==> config.mk <==
export PLATFORM = sky130hd
export DESIGN_NAME = regfile_wb_queue
export DESIGN_NICKNAME = d
export VERILOG_FILES = /design/src/rtl/cpu_pkg.sv /design/src/rtl/wb_fwd_match.sv /design/src/rtl/regfile_wb_queue.sv
export SDC_FILE = /design/constraint.sdc
export NUM_CORES = 1
export LEC_CHECK = 0
export BUFFER_PORTS_ARGS = -buffer_cell sky130_fd_sc_hd__buf_2
export CAP_MARGIN = 20
export CORE_AREA = 2 2 178 249
export CTS_CLUSTER_SIZE = 8
export DETAILED_ROUTE_END_ITERATION = 12
export DIE_AREA = 0 0 180 251
export SETUP_SLACK_MARGIN = 0.05
export SLEW_MARGIN = 20
export SYNTH_ARGS = -nofsm -noshare
export SYNTH_HDL_FRONTEND = slang
export SYNTH_HIERARCHICAL = 1
export SYNTH_SLANG_ARGS = --single-unit
==> constraint.sdc <==
create_clock -name clk -period 9.66 [get_ports clk]
set_input_delay 1.932 -clock clk [delete_from_list [all_inputs] [get_ports clk]]
set_output_delay 1.932 -clock clk [all_outputs]
set_load 0.005 [all_outputs]
==> src/rtl/cpu_pkg.sv <==
// Shared widths and the writeback queue entry type.
// Used by the regfile writeback queue and its forwarding matcher.
package cpu_pkg;
  localparam int DATA_W = 32;
  localparam int ADDR_W = 4;
  localparam logic [ADDR_W-1:0] PC_ADDR = 4'hF;

  typedef struct packed {
    logic [ADDR_W-1:0] addr;
    logic [DATA_W-1:0] data;
  } wb_entry_t;
endpackage

==> src/rtl/wb_fwd_match.sv <==
// Youngest-first search of the pending writeback entries for one read address.
// Entry 0 is the oldest. The PC address never matches.
module wb_fwd_match
  import cpu_pkg::*;
#(
  parameter int DEPTH = 4
) (
  input  wb_entry_t [DEPTH-1:0] entries,
  input  logic [DEPTH-1:0]      valid,
  input  logic [ADDR_W-1:0]     raddr,
  output logic                  hit,
  output logic [DATA_W-1:0]     data
);

  logic [DEPTH-1:0] match_s;

  // Later (younger) matches override earlier ones as the loop walks forward.
  always_comb begin
    hit  = 1'b0;
    data = {DATA_W{1'b0}};
    for (int i = 0; i < DEPTH; i++) begin
      match_s[i] = valid[i] && (entries[i].addr == raddr) && (raddr != PC_ADDR);
      hit        = hit | match_s[i];
      data       = match_s[i] ? entries[i].data : data;
    end
  end

endmodule

==> src/rtl/regfile_wb_queue.sv <==
// Writeback queue feeding the regfile write port; PC writes leave on pc_we,
// and pending data is forwarded to both read ports.
module regfile_wb_queue
  import cpu_pkg::*;
#(
  parameter int DEPTH = 4
) (
  input  logic                       clk,
  input  logic                       reset,
  input  logic                       in_valid,
  output logic                       in_ready,
  input  logic [ADDR_W-1:0]          in_addr,
  input  logic [DATA_W-1:0]          in_data,
  input  logic                       hold,
  output logic                       we3,
  output logic [ADDR_W-1:0]          a3,
  output logic [DATA_W-1:0]          wd3,
  output logic                       pc_we,
  output logic [DATA_W-1:0]          pc_wd,
  input  logic [ADDR_W-1:0]          a1,
  input  logic [ADDR_W-1:0]          a2,
  output logic                       fwd1_hit,
  output logic [DATA_W-1:0]          fwd1_data,
  output logic                       fwd2_hit,
  output logic [DATA_W-1:0]          fwd2_data,
  output logic [$clog2(DEPTH):0]     count
);

  localparam int PTR_W = $clog2(DEPTH);
  localparam int CNT_W = PTR_W + 1;

  wb_entry_t              mem_r [DEPTH];
  logic [PTR_W-1:0]       wr_ptr_r;
  logic [PTR_W-1:0]       rd_ptr_r;
  logic [CNT_W-1:0]       count_r;

  logic                   drain_s;
  logic                   push_s;
  wb_entry_t              head_s;
  wb_entry_t [DEPTH-1:0]  aged_s;
  logic [DEPTH-1:0]       aged_vld_s;
  logic                   hit1_s;
  logic                   hit2_s;
  logic [DATA_W-1:0]      data1_s;
  logic [DATA_W-1:0]      data2_s;

  assign count = count_r;

  // Drain control and write-port drive; reset suppresses the head write.
  always_comb begin
    head_s   = mem_r[rd_ptr_r];
    drain_s  = (count_r != CNT_W'(0)) && !hold && !reset;
    in_ready = (count_r < CNT_W'(DEPTH)) || drain_s;
    push_s   = in_valid && in_ready;
    we3      = 1'b0;
    a3       = {ADDR_W{1'b0}};
    wd3      = {DATA_W{1'b0}};
    pc_we    = 1'b0;
    pc_wd    = {DATA_W{1'b0}};
    if (drain_s) begin
      if (head_s.addr == PC_ADDR) begin
        pc_we = 1'b1;
        pc_wd = head_s.data;
      end else begin
        we3 = 1'b1;
        a3  = head_s.addr;
        wd3 = head_s.data;
      end
    end else begin
      we3   = 1'b0;
      pc_we = 1'b0;
    end
  end

  // Present the ring in age order so the matcher can prefer the youngest entry.
  always_comb begin
    for (int i = 0; i < DEPTH; i++) begin
      aged_s[i]     = mem_r[rd_ptr_r + PTR_W'(i)];
      aged_vld_s[i] = (CNT_W'(i) < count_r);
    end
  end

  wb_fwd_match #(.DEPTH(DEPTH)) u_fwd1 (
    .entries (aged_s),
    .valid   (aged_vld_s),
    .raddr   (a1),
    .hit     (hit1_s),
    .data    (data1_s)
  );

  wb_fwd_match #(.DEPTH(DEPTH)) u_fwd2 (
    .entries (aged_s),
    .valid   (aged_vld_s),
    .raddr   (a2),
    .hit     (hit2_s),
    .data    (data2_s)
  );

  assign fwd1_hit  = hit1_s && !reset;
  assign fwd1_data = data1_s;
  assign fwd2_hit  = hit2_s && !reset;
  assign fwd2_data = data2_s;

  // Ring storage, pointers and occupancy.
  always_ff @(posedge clk) begin
    if (reset) begin
      wr_ptr_r <= PTR_W'(0);
      rd_ptr_r <= PTR_W'(0);
      count_r  <= CNT_W'(0);
      for (int i = 0; i < DEPTH; i++) begin
        mem_r[i] <= wb_entry_t'(0);
      end
    end else begin
      if (push_s) begin
        mem_r[wr_ptr_r] <= '{addr: in_addr, data: in_data};
        wr_ptr_r        <= wr_ptr_r + PTR_W'(1);
      end
      if (drain_s) begin
        rd_ptr_r <= rd_ptr_r + PTR_W'(1);
      end
      case ({push_s, drain_s})
        2'b10:   count_r <= count_r + CNT_W'(1);
        2'b01:   count_r <= count_r - CNT_W'(1);
        default: count_r <= count_r;
      endcase
    end
  end

endmodule

# --- Word level (Yosys, flattened, before mapping) ---
# Memories as Yosys holds them, arrays and structs flattened. A register that Yosys moved wholly into a read port is not among the register bits.
# Index checks and enable logic that the tools add are counted.
op_classes:
  bitwise_logic: 6
  n_addsub: 6
  magnitude_cmp: 5
  n_reduce_logical: 27
  n_eq_ne: 13
  mux: 29
ops:
  columns: ["op", "n"]
  rows:
  - ["$mux 32", 12]
  - ["$mux 36", 1]
  - ["$reduce_or 36->1", 1]
  - ["$eq 4x4->1", 8]
  - ["$logic_and 1x1->1", 21]
  - ["$mux 1", 10]
  - ["$mux 4", 2]
  - ["$ne 4x4->1 const B", 2]
  - ["$lt 1x3->1 const A", 2]
  - ["$lt 2x3->1 const A", 2]
  - ["$mux 2", 3]
  - ["$or 1x1->1", 6]
  - ["$pmux 3 s2", 1]
  - ["$add 2x1->2 const B", 2]
  - ["$add 2x2->2 const B", 2]
  - ["$eq 4x4->1 const B", 1]
  - ["$add 3x1->3 const B", 1]
  - ["$lt 3x3->1 const B", 1]
  - ["$reduce_bool 3->1", 1]
  - ["$sub 3x1->3 const B", 1]
  - ["$eq 2x1->1 const B", 1]
  - ["$eq 2x2->1 const B", 1]
  - ["$logic_not 1->1", 2]
  - ["$reduce_bool 2->1", 1]
  - ["$logic_or 1x1->1", 1]
word_totals:
  inputBits: 48
  mem_bits_rw: 144
  word_cells: 90
  output_inout_bits: 140
  memories: 1
  reg_bits: 7
memory_table:
  columns: ["name", "depth", "word_bits", "rd", "rd_ports_with_merged_regs", "write_ports", "line_no", "source"]
  rows:
  - ["mem_r", 4, 36, 4, 1, 4, "regfile_wb_queue.sv:32", "wb_entry_t mem_r [DEPTH];"]

# --- Longest topological paths before layout ---
logic_depth:
  depth_word: 10
  mapped_depth: 11

# --- Modules after synthesis ---
# The synthesis kept the hierarchy.
modules_own_cells:
  columns: ["module", "area_each_um2", "seq_area_each_um2", "cells_each", "n_inst"]
  rows:
  - ["regfile_wb_queue", 10005.8, 4504.3, 673, 1]
  - ["wb_fwd_match", 1360.1, 0.0, 186, 2]

# --- Least setup slack after synthesis ---
# OpenSTA, ideal clock, no wires.
synth_path:
  path_kind: "in2out"
  from: "input a1[2]"
  to: "output fwd1_hit"
  stages: 7
  t_arrival_ns: 3.302
  path_buffers: 2
  path_slack_ns: 4.426
  path_cell_list: "buf_4 > xnor2_1 > and4_4 > and2_4 > buf_6 > or4_4 > nor2b_1"
synth_between:
  elab_chain_cells: 7
synth_lines:
  columns: ["element", "line_no", "source"]
  rows:
  - ["from (decl)", "regfile_wb_queue.sv:20", "input logic [ADDR_W-1:0] a1,"]
  - ["$eq 4x4->1", "wb_fwd_match.sv:22", "match_s[i] = valid[i] && (entries[i].addr == raddr) && (raddr != PC_ADDR);"]
  - ["$logic_and 1x1->1 (2 in series)", "wb_fwd_match.sv:22", null]
  - ["$or 1x1->1 (2 in series)", "wb_fwd_match.sv:23", "hit = hit | match_s[i];"]
  - ["$or 1x1->1 (*)", "wb_fwd_match.sv:23", null]
  - ["net hit1_s", "regfile_wb_queue.sv:42", "logic hit1_s;"]
  - ["$logic_and 1x1->1 (*)", "regfile_wb_queue.sv:99", "assign fwd1_hit = hit1_s && !reset;"]
  - ["to (decl)", "regfile_wb_queue.sv:22", "output logic fwd1_hit,"]
# Mark *: on every way through the listed nets, which the timed path passes. The rest lies on a longest branch.

# --- Worst setup path in the final report ---
layout_path:
  from: "input a2[2]"
  to: "output fwd2_data[24]"
layout_between:
  elab_chain_cells: 7
layout_lines:
  columns: ["element", "line_no", "source"]
  rows:
  - ["from (decl)", "regfile_wb_queue.sv:21", "input logic [ADDR_W-1:0] a2,"]
  - ["$eq 4x4->1", "wb_fwd_match.sv:22", null]
  - ["$logic_and 1x1->1 (2 in series)", "wb_fwd_match.sv:22", null]
  - ["$mux 32 (3 in series)", "wb_fwd_match.sv:24", "data = match_s[i] ? entries[i].data : data;"]
  - ["$mux 32 (*)", "wb_fwd_match.sv:24", null]
  - ["to (decl)", "regfile_wb_queue.sv:25", "output logic [DATA_W-1:0] fwd2_data,"]
# Mark *: on every way between the ends. The rest lies on a longest branch, timed or not.

==> run_results.csv <==
group,metric,value,unit
cells_and_area,layout_common_cells,"187 x buf_2, 147 x and2_1, 144 x mux4_2, 144 x edfxtp_1, 72 x o21ai_0",
power,p_switching,0.658,mW
run,maxCapViolCount,0,
global_route,grt_pass1_vias,10550,
placed_design,post-place-ws,3.58,ns
critical_path,critPathMaxStageDelay,0.65,ns
critical_path,crit_type,"in2out",
power,finalPower,2.14,mW
power,power_frac_clock,0.342,
die,die_area,0.0452,mm2
critical_path,worstPathRequired,7.73,ns
die,io_pins,188,
timing,whs,0.579,ns
detailed_routing,dr_wl_met3,2.94,mm
cells_and_area,fin_nets,1211,
yosys,synthesis.nets,1098,
detailed_routing,wl_per_cell,25.8,um
clock_network,post_cts_buffers,0,
clock_network,cts_inserted_buffers,17,
detailed_routing,wirelength,44.6,mm
clock_network,postCtsHoldBufs,0,
yosys,ys_types,52,
yosys,ys_seq_elements,153,
detailed_routing,drt_iter0_markers,867,
cells_and_area,fin_util,0.342,
detailed_routing,wl_met1,16.0,mm
die,start_util,0.297,
clock_network,root_buffer,"clkbuf_16",
timing,fmax,162,MHz
detailed_routing,vias,10262,
cells_and_area,syn_to_final_growth,15.3,%
clock_network,cts_resized,0,
power,comb_power_share,0.267,
global_route,gr-total-overflow,0,
clock_network,cts_tree,"done",
global_route,grt_usage,0.195,
detailed_routing,maxUsedRoutingLayer,"met5",
min_path,whs_path_depth,2,
timing,drv_slew,0,
critical_path,cp_slowest_cell,"o2111a_2",
timing,period_needed,6.16,ns
placed_design,place_inst,1687,
power,power.density,146,mW/mm2
critical_path,path_max_fanout,19,
power,p_sw_frac,0.308,
cells_and_area,layout_commonest_cell,"buf_2",
yosys,ys_warn_count,6,
placed_design,routabilityCongestion,0.895,
timing,worst_slew_pin_slew,1.03,ns
critical_path,path_buf_inv,3,
detailed_routing,drt_pass1_iterations,5,
cells_and_area,stdcell_area,0.0147,mm2
cells_and_area,fin_cells,1727,
clock_network,clock_latency,0.43,ns
power,ir_worst_vdd,0.000122,V
detailed_routing,ant_nets,0,
clock_network,htreeDepth,4,
yosys,synth.cell_area,0.0127,mm2
clock_network,clock_path_buffers,2,
clock_network,clock-sinks,153,
yosys,synthCells,1045,
min_path,hp-class,"reg2reg",
critical_path,cpMostUsedCell,"buf_2",
yosys,avgSynthCellArea,12.2,um2
critical_path,reg2reg_depth,5,
detailed_routing,drc_errors,0,
outcome,status,"finished clean",
yosys,synthArstFlopShare,0,
timing,skew,0.00819,ns
critical_path,worstPathCellList,"buf_2 -> nand2_1 -> a31oi_1 -> o2111a_2 -> buf_4 -> a221oi_2 -> o21ai_1 -> buf_2",
detailed_routing,routed-wl-met2,23.2,mm
placed_design,port_buffers,187,
placed_design,dpl_cell_area,0.0139,mm2
yosys,synth_seq_area_share,0.354,
detailed_routing,via_per_inst,5.94,
timing,relSlewSlack,0.313,
yosys,ys.flop_type,"edfxtp_1",
critical_path,cp.arrival,4.23,ns
die,rows,90,
critical_path,cp.depth,8,
power,internal-power,1.48,mW
global_route,grt_max_degree,63,
timing,fin_tns_setup,0,ns
global_route,antenna_found_initial,8,
global_route,grt_pass1_wl,65.9,mm
die,fp.dieH,251,um
timing,fin_ws,3.50,ns
timing,rsz0062_at_grt,"no",
critical_path,worst_setup_path_start_kind,"primary input",
timing,hold_viol,0,
power,p_leak,5.26,nW
die,core-area,0.0429,mm2
yosys,synth_edf_count,144,
placed_design,place_hpwl,28.3,mm
die,die_w,180,um
clock_network,path_clk_slew,0.06,ns
timing,finalSetupViolCount,0,
critical_path,end_kind,"primary output",
timing,period_share,0.638,
power,pwr-share-seq,0.391,
cells_and_area,drive_above_1_share,0.405,
critical_path,cp_top_family,"compound AO/OA/AOI/OAI gates",
-- sequential cells by signal, summed over array words and instances (netlist names), named ones only --
| register | count |
|---|---|
| mem_r | 144 |
| count | 3 |
| rd_ptr_r | 2 |
| wr_ptr_r | 2 |
-- tightest hold or removal path, cell delays in order, from the launching register on --
cell and delay [ns]:
dfxtp_1 0.37, o21ai_0 0.10, a21oi_1 0.06
-- Yosys cell counts (15+ instances only) --
cell type / number / area share
o21ai_0: 72 / 0.028
and3_1: 33 / 0.016
a221oi_2: 60 / 0.071
nand4_1: 35 / 0.017
xnor2_1: 18 / 0.012
buf_6: 18 / 0.016
buf_4: 15 / 0.0088
nand2_1: 71 / 0.021
buf_2: 34 / 0.013
o21ai_1: 60 / 0.024
nor2_1: 47 / 0.014
clkbuf_1: 41 / 0.012
mux4_2: 144 / 0.25
and2_1: 147 / 0.072
edfxtp_1: 144 / 0.34
-- metal layers --
layer  global-route usage  vias to the layer above
li1                     -                     4391
met1                0.212                     5174
met2                0.348                      536
met3               0.0388                      153
met4                0.120                        8
met5                    0                        -
-- final timing paths --
check,from,endpoint,slack [ns]
max,a2[2],fwd2_data[24],3.50
min,wr_ptr_r[0],wr_ptr_r[0],0.58
max reg2reg,count[2],mem_r[0][18],6.74
min reg2reg,wr_ptr_r[0],wr_ptr_r[0],0.58
-- logic make-up (layout without fill, tap and decap cells) --
| kind of cell | count (synthesis) | after routing | share of synthesized area |
|---|---|---|---|
| fa+ha+maj | 5 | 5 | 0.00492 |
| flops | 153 | 153 | 0.354 |
| simple gates | 365 | 365 | 0.163 |
| mux | 145 | 145 | 0.256 |
| xor+xnor | 30 | 30 | 0.0206 |
| compound gates | 227 | 227 | 0.147 |
| buf+inv | 120 | 246 | 0.0555 |
| other cells | 0 | 4 | 0 |
-- cell type report --
type	instances	area, um2
sequential	153	4510
clock inverter	9	176
tap	552	691
timing repair buffer	207	1170
inverter	7	26.3
fill	4188	28200
multi-input combinational	772	7640
clock buffer	23	458
antenna	4	10.0
-- power groups by stage --
stage          clock [mW]  combinational (mW)  sequential (mW)
6_report            0.732               0.571            0.836
5_1_grt             0.766               0.611            0.844
4_1_cts             0.742               0.571            0.836
3_5_place_dp            0               0.569            0.850
3_3_place_gp            0               0.564            0.843
2_1_floorplan           0               0.423            0.819
No activity file was read; power rests on OpenSTA's default activity.
